$ cat config.mk
export PLATFORM = sky130hd
export DESIGN_NAME = hazard_scoreboard
export DESIGN_NICKNAME = d
export VERILOG_FILES = /design/src/rtl/hazard_pkg.sv /design/src/rtl/hazard_match_unit.sv /design/src/rtl/hazard_scoreboard.sv
export SDC_FILE = /design/constraint.sdc
export NUM_CORES = 1
export LEC_CHECK = 0
export ABC_AREA = 0
export CORE_ASPECT_RATIO = 1.75
export CORE_UTILIZATION = 65
export DETAILED_ROUTE_END_ITERATION = 7
export DONT_BUFFER_PORTS = 1
export GPL_TIMING_DRIVEN = 1
export HOLD_SLACK_MARGIN = 0.15
export PLACE_DENSITY = 0.83
export SLEW_MARGIN = 20
export SYNTH_ARGS = -nofsm -noshare
export SYNTH_HDL_FRONTEND = slang
export SYNTH_HIERARCHICAL = 1
export SYNTH_SLANG_ARGS = --single-unit
$ cat constraint.sdc
create_clock -name clk -period 8.1 [get_ports clk]
set_input_delay 1.215 -clock clk [delete_from_list [all_inputs] [get_ports clk]]
set_output_delay 1.215 -clock clk [all_outputs]
set_load 0.005 [all_outputs]
$ cat src/rtl/hazard_pkg.sv
// Shared opcode constants, forwarding encodings, shadow-pipe entry type and
// opcode classification helpers for the decode hazard scoreboard.
package hazard_pkg;

   localparam int unsigned PKG_OP_W = 6;
   localparam int unsigned ENTRY_AW = 8;

   localparam logic [PKG_OP_W-1:0] OP_RTYPE = 6'b000000;
   localparam logic [PKG_OP_W-1:0] OP_ADDI  = 6'b001000;
   localparam logic [PKG_OP_W-1:0] OP_LW    = 6'b100011;
   localparam logic [PKG_OP_W-1:0] OP_J     = 6'b000010;

   localparam logic [1:0] FWD_REGFILE = 2'd0;
   localparam logic [1:0] FWD_EXMEM   = 2'd1;
   localparam logic [1:0] FWD_MEMWB   = 2'd2;

   // One in-flight destination; dest is wide enough for any supported REG_AW
   typedef struct packed {
      logic                v;
      logic                is_load;
      logic [ENTRY_AW-1:0] dest;
   } hz_entry_t;

   function automatic logic op_writes(input logic [PKG_OP_W-1:0] op);
      return (op == OP_ADDI) || (op == OP_LW) || (op == OP_RTYPE);
   endfunction

   function automatic logic op_is_load(input logic [PKG_OP_W-1:0] op);
      return op == OP_LW;
   endfunction

   function automatic logic op_reads_rs(input logic [PKG_OP_W-1:0] op);
      return op != OP_J;
   endfunction

   function automatic logic op_reads_rt(input logic [PKG_OP_W-1:0] op);
      return op == OP_RTYPE;
   endfunction

endpackage

$ cat src/rtl/hazard_match_unit.sv
// Compares one decode source index against every shadow-pipe entry and
// picks the bypass select from the youngest matching producer.
module hazard_match_unit
   import hazard_pkg::*;
#(
   parameter int unsigned DEPTH = 3
) (
   input  logic [ENTRY_AW-1:0]   src,
   input  logic                  src_rd,
   input  hz_entry_t [DEPTH-1:0] ent,
   output logic [DEPTH-1:0]      match_c,
   output logic [1:0]            fwd_sel_c
);

   logic unused_ent;
   assign unused_ent = ^ent;

   always_comb begin
      match_c   = '0;
      fwd_sel_c = FWD_REGFILE;
      for (int k = 0; k < int'(DEPTH); k++) begin
         match_c[k] = ent[k].v && (ent[k].dest != '0) && (ent[k].dest == src) && src_rd;
      end
      // A load still in EX cannot be bypassed; the stall covers it
      if (match_c[0]) begin
         fwd_sel_c = ent[0].is_load ? FWD_REGFILE : FWD_EXMEM;
      end else if (match_c[1]) begin
         fwd_sel_c = FWD_MEMWB;
      end
   end

endmodule

$ cat src/rtl/hazard_scoreboard.sv
// Decode-side hazard scoreboard with a DEPTH-entry shadow pipe of destinations.
// Define HAZARD_SCOREBOARD_FWD_EN for load-use-only stalls and live bypass selects.
module hazard_scoreboard
   import hazard_pkg::*;
#(
   parameter int unsigned REG_AW = 5,
   parameter int unsigned OP_W   = 6,
   parameter int unsigned DEPTH  = 3,
   parameter int unsigned CNT_W  = 16
) (
   input  logic              clk,
   input  logic              rst,
   input  logic              dec_valid,
   input  logic [OP_W-1:0]   dec_opcode,
   input  logic [REG_AW-1:0] dec_rs,
   input  logic [REG_AW-1:0] dec_rt,
   input  logic [REG_AW-1:0] dec_dest,
   input  logic              pipe_hold,
   input  logic              flush,
   output logic              stall,
   output logic [1:0]        fwd_rs_sel,
   output logic [1:0]        fwd_rt_sel,
   output logic [CNT_W-1:0]  stall_cnt
);

   localparam logic [CNT_W-1:0] CNT_MAX = '1;

   hz_entry_t [DEPTH-1:0] pipe_q, pipe_d;
   logic [CNT_W-1:0]      stall_cnt_q, stall_cnt_d;

   logic [PKG_OP_W-1:0] op_c;
   logic [ENTRY_AW-1:0] rs_c, rt_c, dest_c;
   logic                rs_rd_c, rt_rd_c;
   logic [DEPTH-1:0]    rs_match_c, rt_match_c;
   logic [1:0]          rs_sel_c, rt_sel_c;
   logic                any_match_c, load_use_c, hazard_c, stall_c;
   logic                unused_cfg;

   // Decode classification
   always_comb begin
      op_c    = PKG_OP_W'(dec_opcode);
      rs_c    = ENTRY_AW'(dec_rs);
      rt_c    = ENTRY_AW'(dec_rt);
      dest_c  = ENTRY_AW'(dec_dest);
      rs_rd_c = op_reads_rs(op_c);
      rt_rd_c = op_reads_rt(op_c);
   end

   hazard_match_unit #(.DEPTH(DEPTH)) u_match_rs (
      .src       (rs_c),
      .src_rd    (rs_rd_c),
      .ent       (pipe_q),
      .match_c   (rs_match_c),
      .fwd_sel_c (rs_sel_c)
   );

   hazard_match_unit #(.DEPTH(DEPTH)) u_match_rt (
      .src       (rt_c),
      .src_rd    (rt_rd_c),
      .ent       (pipe_q),
      .match_c   (rt_match_c),
      .fwd_sel_c (rt_sel_c)
   );

   always_comb begin
      any_match_c = |{rs_match_c, rt_match_c};
      load_use_c  = (rs_match_c[0] | rt_match_c[0]) & pipe_q[0].is_load;
`ifdef HAZARD_SCOREBOARD_FWD_EN
      hazard_c    = load_use_c;
`else
      hazard_c    = any_match_c;
`endif
      stall_c     = dec_valid && !flush && hazard_c;
   end

`ifdef HAZARD_SCOREBOARD_FWD_EN
   // A stalled instruction does not execute, so its selects are parked at regfile
   assign fwd_rs_sel = stall_c ? FWD_REGFILE : rs_sel_c;
   assign fwd_rt_sel = stall_c ? FWD_REGFILE : rt_sel_c;
   assign unused_cfg = any_match_c;
`else
   assign fwd_rs_sel = FWD_REGFILE;
   assign fwd_rt_sel = FWD_REGFILE;
   assign unused_cfg = ^{load_use_c, rs_sel_c, rt_sel_c};
`endif

   // Shadow pipe advance and saturating stall counter
   always_comb begin
      pipe_d      = pipe_q;
      stall_cnt_d = stall_cnt_q;
      if (stall_c && (stall_cnt_q != CNT_MAX)) begin
         stall_cnt_d = stall_cnt_q + CNT_W'(1);
      end
      if (flush) begin
         pipe_d = '0;
      end else if (!pipe_hold) begin
         for (int k = int'(DEPTH) - 1; k > 0; k--) begin
            pipe_d[k] = pipe_q[k-1];
         end
         pipe_d[0].v       = dec_valid && op_writes(op_c) && !stall_c && (dest_c != '0);
         pipe_d[0].is_load = op_is_load(op_c);
         pipe_d[0].dest    = dest_c;
      end
   end

   always_ff @(posedge clk or negedge rst) begin
      if (!rst) begin
         pipe_q      <= '0;
         stall_cnt_q <= '0;
      end else begin
         pipe_q      <= pipe_d;
         stall_cnt_q <= stall_cnt_d;
      end
   end

   assign stall     = stall_c;
   assign stall_cnt = stall_cnt_q;

endmodule

Yosys cells after proc, flatten, opt, wreduce, memory -nomap -nowiden
Index checks and enable logic that the tools add are counted.

Flip-flop bits (word level): 45. Bits of input ports: 26.

Eq/ne operators: 11. Mux-type cells: 2. Reduce and logical (&&, ||, !) cells: 31. Add/sub/neg operators: 1.

Operator list (number): 30-bit two-way mux (2); 8-bit by 5-bit equality test with 1-bit output (6); 8-bit nonzero test (4); 1-bit logical AND (21); 16-bit by 1-bit adder with 16-bit output (second input constant) (1); 16-bit inequality test (second input constant) (1); 6-bit by 4-bit equality test with 1-bit output (second input constant) (1); 6-bit equality test (second input constant) (1); 6-bit zero test (1); 6-bit by 2-bit inequality test with 1-bit output (second input constant) (1); 6-bit OR reduction (1); 1-bit zero test (2); 1-bit logical OR (2); 2-bit by 1-bit inequality test with 1-bit output (second input constant) (1).

Longest topological paths before layout
Gate-level depths: netlist of run 1.

Depth in word-level cells: 11. Mapped depth: 11.

Modules after synthesis
The synthesis of run 1 kept the hierarchy.

Modules (own cells, without submodules): hazard_scoreboard (times used 1, area each 1771.7 um2, cells each 160, sequential area each 925.9 um2); hazard_match_unit (times used 2, area each 367.9 um2, cells each 48, sequential area each 0.0 um2).

Least setup slack after synthesis of run 1
No wires, ideal clock.

Kind: in2out. Start: input dec_opcode[0]. End: output stall. Arrival time: 3183 ps. Setup slack: 3702 ps. Path buffers: 1. Stages on the path: 10. Required time: 6885 ps. Path through: or4_1 -> nor2_1 -> nand2_1 -> nand2_1 -> a211o_1 -> nor3_1 -> or4_4 -> o31ai_4 -> buf_6 -> inv_2.

Cells in the longest elaborated chain, start to end: 4. Elaborated cells on any way between the ends: 10. Those cells by class: eq/ne (1); reduce/logical (9).

Ends and longest elaborated chain: from (decl) (line hazard_scoreboard.sv:14) `input logic [OP_W-1:0] dec_opcode,`; 6-bit by 2-bit inequality test with 1-bit output (line hazard_pkg.sv:33) `return op != OP_J;`; named net rs_rd_c (line hazard_scoreboard.sv:33) `logic rs_rd_c, rt_rd_c;`; 1-bit logical AND (line hazard_match_unit.sv:22) `match_c[k] = ent[k].v && (ent[k].dest != '0) && (ent[k].dest == src) && src_rd;`; named net rs_match_c[1] (line hazard_scoreboard.sv:34) `logic [DEPTH-1:0] rs_match_c, rt_match_c;`; 6-bit OR reduction (line hazard_scoreboard.sv:66) `any_match_c = |{rs_match_c, rt_match_c};`; 1-bit logical AND (line hazard_scoreboard.sv:73) `stall_c = dec_valid && !flush && hazard_c;`; to (decl) (line hazard_scoreboard.sv:20) `output logic stall,`.

The timed path passes the listed nets, and every way through them passes these cells.

Worst setup path after layout of run 1
Same ends and word-level chain as after synthesis.

==> results of run 1 <==
-- metal layers --
layer | vias to the layer above | wire length [microns] | GRT usage
li1 | 894 | - | -
met3 | 20 | 257 | 0.0747
met1 | 894 | 1830 | 0.327
met5 | - | 0 | 0
met2 | 51 | 2850 | 0.529
met4 | 0 | 315 | 0.200
-- final cells by class --
type | count | area [sq um]
Clock buffer | 5 | 68.8
Clock inverter | 2 | 10.0
Fill cell | 289 | 831
Inverter | 1 | 3.75
Multi-Input combinational cell | 242 | 1610
Sequential cell | 34 | 851
Tap cell | 45 | 56.3
-- critical path, stage by stage --
cell and delay, ps:
or4_1 530, nor2_1 100, nand2_1 110, nand2_1 80, a211o_1 100, nor3_1 50, or4_4 560, o31ai_4 580
inv_2 70
-- stage by stage --
step	setup WS (ps)	cells	instance area [sq um]
floorplan	3710	292	2550
global route	3370	329	2600
detailed placement	3490	322	2520
finish	3490	329	2600
global placement	3510	322	2520
CTS	3480	329	2600
-- worst min-delay path by stage --
stage / start / endpoint / slack (ps) / cells past startpoint
finish: stall_cnt[15]$_DFFE_PN0P_ / stall_cnt[15]$_DFFE_PN0P_ / 520 / 1
global route: stall_cnt[15]$_DFFE_PN0P_ / stall_cnt[15]$_DFFE_PN0P_ / 540 / 1
CTS: stall_cnt[15]$_DFFE_PN0P_ / stall_cnt[15]$_DFFE_PN0P_ / 530 / 1
detailed placement: stall_cnt[15]$_DFFE_PN0P_ / stall_cnt[15]$_DFFE_PN0P_ / 510 / 1
global placement: stall_cnt[11]$_DFFE_PN0P_ / stall_cnt[11]$_DFFE_PN0P_ / 520 / 1
floorplan: stall_cnt[15]$_DFFE_PN0P_ / stall_cnt[15]$_DFFE_PN0P_ / 480 / 1
-- report_power, final --
part,switching (W),internal [W]
clock,0.0000581,0.0000576
sequential,0.00000608,0.000172
combinational,0.0000173,0.0000220
-- registers in the layout, indices dropped and copies added (netlist names) --
register and cells:
stall_cnt 16, pipe_q 18
-- placed cells by master, fill, tap and decap left out --
master / count
nor2_1: 19
clkinv_2: 2
nand4_1: 14
and4b_1: 1
nor3b_1: 1
xor2_1: 16
nor4_1: 14
o21ai_1: 1
o22ai_1: 1
clkbuf_8: 5
o31ai_4: 1
inv_2: 1
nor3_1: 13
a211o_1: 2
dfrtp_1: 34
mux2i_1: 17
and3_1: 3
mux2_1: 2
nand3_1: 9
nor4b_1: 1
conb_1: 50
and4_1: 1
nor4_4: 1
xnor2_1: 46
nor2b_1: 2
o2111ai_2: 2
or4_1: 4
o211ai_1: 1
nand2_1: 12
ha_1: 1
nor2_2: 1
nor4bb_1: 1
nor3_2: 2
or4_4: 3
==> flow_summary.ini, run 1 <==
[detailed_routing]
drc = 0
drt-pass1-iter-count = 4
wl_mm = 5.25
initialDrtViolationCount = 76
vias_per_cell = 5.65
num_vias = 1859
wl_per_cell_microns = 16.0
antenna_left = 0

[placed_design]
dp_hpwl_mm = 4.02
gp_congestion = 0.913
port_buffers = 0

[flow_run]
maxCapViolations = 0

[pwr]
vdd_drop_max_v = 0.000144
power_w = 0.000333
cellPowerDensity_nw_per_um2 = 128
p_leak_nw = 1.14

[finish]
syn_to_final_growth_pct = 9.88
drive_gt1_frac = 0.0634
n_antenna_cell = 0
fin_util = 0.758
fin_nets = 311

[clock_tree]
clk_transition_reported_paths_ps = 60
cts_made_buffers = 5
cts-resized-gates = 0
clk_path_buf_depth = 2
worst_skew_pair.late_latency_ps = 290
htree_num_levels = 2
ctsRootBufferMaster = clkbuf_8
cts_tree = built
clkSinkCount = 34
post-cts-setup-buffers = 0
cts_hold_buf = 0

[grt]
grt_usage = 0.313
grt.overflow.total = 0
antenna_found_initial = 0
grt_max_degree = 35
grt_pass1_vias = 1846
grt_pass1_wl_mm = 8.37

[timing]
worst_pin_slew_ps = 734
skew_ps = 9.24
rsz0062_at_grt = no
finalSetupTns_ps = 0
min_period_ps = 4610
maxSlewHeadroom = 0.507
setup_viol = 0
max_freq_ghz = 0.217
holdWs_ps = 517
fin_crit_sh = 0.569
report.final.slew_viol_count = 0
hold_violations = 0

[setup_path]
r2r_setup_slack_ps = 4960
r2r-start = pipe_q[0]$_DFFE_PN0P_
crit_end = stall
crit_required_ps = 6880
r2r-end = stall_cnt[1]$_DFFE_PN0P_
worst_r2r_path_depth = 7
startpoint = dec_opcode[0]
worstPathMaxFanout = 16
crit_type = in2out
cp_data_arrival_time_ps = 3400
end_kind = output port
cp-start-kind = primary input

[die]
row_count = 28
dieArea_sq_um = 3900
fp.dieW_microns = 47.6
core_area_sq_um = 3430
num_io_pins = 47
initial_utilization = 0.690
die_h_microns = 81.9

[worst_hold_path]
hp-class = reg2reg

[yosys]
yosysWarnings = 6
netlist_area_sq_um = 2370
postSynthAreaPerCell_sq_um = 9.75
syn_inst = 243

[status]
status = finished clean
Note: power is estimated with default switching activity, not from simulation.
==> inputs of run 2 (changes only) <==
--- a/config.mk
+++ b/config.mk
@@ -7,12 +7,12 @@
 export LEC_CHECK = 0
 export ABC_AREA = 0
 export CORE_ASPECT_RATIO = 1.75
-export CORE_UTILIZATION = 65
+export CORE_UTILIZATION = 58
 export DETAILED_ROUTE_END_ITERATION = 7
 export DONT_BUFFER_PORTS = 1
 export GPL_TIMING_DRIVEN = 1
 export HOLD_SLACK_MARGIN = 0.15
-export PLACE_DENSITY = 0.83
+export PLACE_DENSITY = 0.78
 export SLEW_MARGIN = 20
 export SYNTH_ARGS = -nofsm -noshare
 export SYNTH_HDL_FRONTEND = slang
==> constraint.sdc (replaced) <==
create_clock -name clk -period 4 [get_ports clk]
set_input_delay 0.6 -clock clk [delete_from_list [all_inputs] [get_ports clk]]
set_output_delay 0.6 -clock clk [all_outputs]
set_load 0.005 [all_outputs]
==> run 2 against run 1 <==
Utilization fell by 6.8 points; critical path depth fell by 3; setup slack got worse by 2900 ps; global-route usage fell by 5.4 points; power rose by 150%; critical endpoint unchanged; sequential power rose by 100%; first-iteration DRC count fell by 57%; largest power group is now the clock network; clock power rose to 3.2 times the previous value.
==> flow_summary.ini, run 2 (same netlist as run 1, synthesis figures left out) <==
[die]
dieArea_sq_um = 4350
row_count = 30
die_h_microns = 86.5
core_area_sq_um = 3900
initial_utilization = 0.607
num_io_pins = 47
fp.dieW_microns = 50.3

[timing]
min_period_ps = 3400
holdWs_ps = 367
rsz0062_at_grt = no
finalSetupTns_ps = 0
report.final.slew_viol_count = 0
maxSlewHeadroom = 0.508
hold_violations = 0
worst_pin_slew_ps = 733
setup_viol = 0
max_freq_ghz = 0.294
fin_crit_sh = 0.850
skew_ps = 7.21

[setup_path]
worst_r2r_path_depth = 7
cp_data_arrival_time_ps = 2800
crit_required_ps = 3400
r2r-end = stall_cnt[12]$_DFFE_PN0P_
r2r_setup_slack_ps = 980
cp-start-kind = flop
end_kind = output port
r2r-start = pipe_q[0]$_DFFE_PN0P_
worstPathMaxFanout = 16
crit_type = reg2out

[pwr]
vdd_drop_max_v = 0.000562
cellPowerDensity_nw_per_um2 = 306
p_leak_nw = 1.18
power_w = 0.000825

[grt]
grt_pass1_wl_mm = 8.40
grt.overflow.total = 0
grt_max_degree = 35
grt_pass1_vias = 1843
grt_usage = 0.258
antenna_found_initial = 0

[clock_tree]
clkSinkCount = 34
post-cts-setup-buffers = 0
cts_hold_buf = 2
clk_transition_reported_paths_ps = 70
cts_tree = built
worst_skew_pair.late_latency_ps = 290
cts_made_buffers = 5
clk_path_buf_depth = 2
ctsRootBufferMaster = clkbuf_8
cts-resized-gates = 0
htree_num_levels = 2

[finish]
syn_to_final_growth_pct = 13.8
final_cell_mix = 50 x conb_1, 46 x xnor2_1, 34 x dfrtp_1, 19 x nor2_1, 17 x mux2i_1
n_antenna_cell = 0
largest_register = pipe_q
final_common_cell = conb_1
drive_gt1_frac = 0.0697
largest_reg_flops = 18
fin_nets = 313
num-fill-cells = 347
stdcell_count = 335
fin_util = 0.690

[detailed_routing]
drt-pass1-iter-count = 4
vias_per_cell = 5.47
drc = 0
num_vias = 1834
antenna_left = 0
wl_per_cell_microns = 15.2
wl_mm = 5.08
initialDrtViolationCount = 33

[flow_run]
maxCapViolations = 0

[placed_design]
dp_hpwl_mm = 3.97
dp.cells = 325
gp_congestion = 0.934
port_buffers = 0

[status]
status = finished clean

[worst_hold_path]
whs_endpoint = pipe_q[1]$_DFFE_PN0P_
hp-class = in2reg
hold_path.startpoint = flush
whs_path_depth = 1
-- run 2: worst max-delay path by stage --
| stage | start | endpoint | slack (ps) |
|---|---|---|---|
| 3_5_place_dp | dec_opcode[0] | stall | 630 |
| 4_1_cts | pipe_q[0]$_DFFE_PN0P_ | stall | 580 |
| 5_1_grt | pipe_q[0]$_DFFE_PN0P_ | stall | 480 |
| 6_report | pipe_q[0]$_DFFE_PN0P_ | stall | 600 |
| 3_3_place_gp | dec_opcode[0] | stall | 660 |
| 2_1_floorplan | dec_opcode[0] | stall | 840 |
-- run 2: power breakdown --
part	total [W]	internal (W)	switching, W
clock	0.000376	0.000250	0.000126
combinational	0.0000886	0.0000471	0.0000415
sequential	0.000361	0.000349	0.0000122
total	0.000825	0.000646	0.000180
-- run 2: layout make-up --
type                            count  area (sq um)  share of cell area
Sequential cell                    34           851               0.316
Clock buffer                        5          68.8              0.0255
Tap cell                           48          60.1              0.0223
Timing Repair Buffer                2          30.0              0.0111
Clock inverter                      3          68.8              0.0255
Multi-Input combinational cell    242          1610               0.598
Inverter                            1          3.75             0.00139
-- run 2: critical path, stage by stage (launching register included) --
cell       delay [ps]
dfrtp_1           490
or4_1             570
o2111ai_2         230
nor3_2             70
or4_4             510
o31ai_4           580
inv_2              70
-- run 2: per-stage QoR --
stage                     worst slack (ps)  instance area (sq um)
after CTS                              583                   2700
after detailed placement               631                   2530
after floorplan                        839                   2550
final                                  599                   2700
after global placement                 663                   2530
after global routing                   476                   2700
-- run 2: per-layer routing --
| layer | wire, microns | GRT usage | share of wire |
|---|---|---|---|
| met4 | 256 | 0.154 | 0.050 |
| met3 | 171 | 0.0386 | 0.034 |
| met1 | 1810 | 0.271 | 0.36 |
| met5 | 0 | 0 | 0 |
| met2 | 2840 | 0.472 | 0.56 |
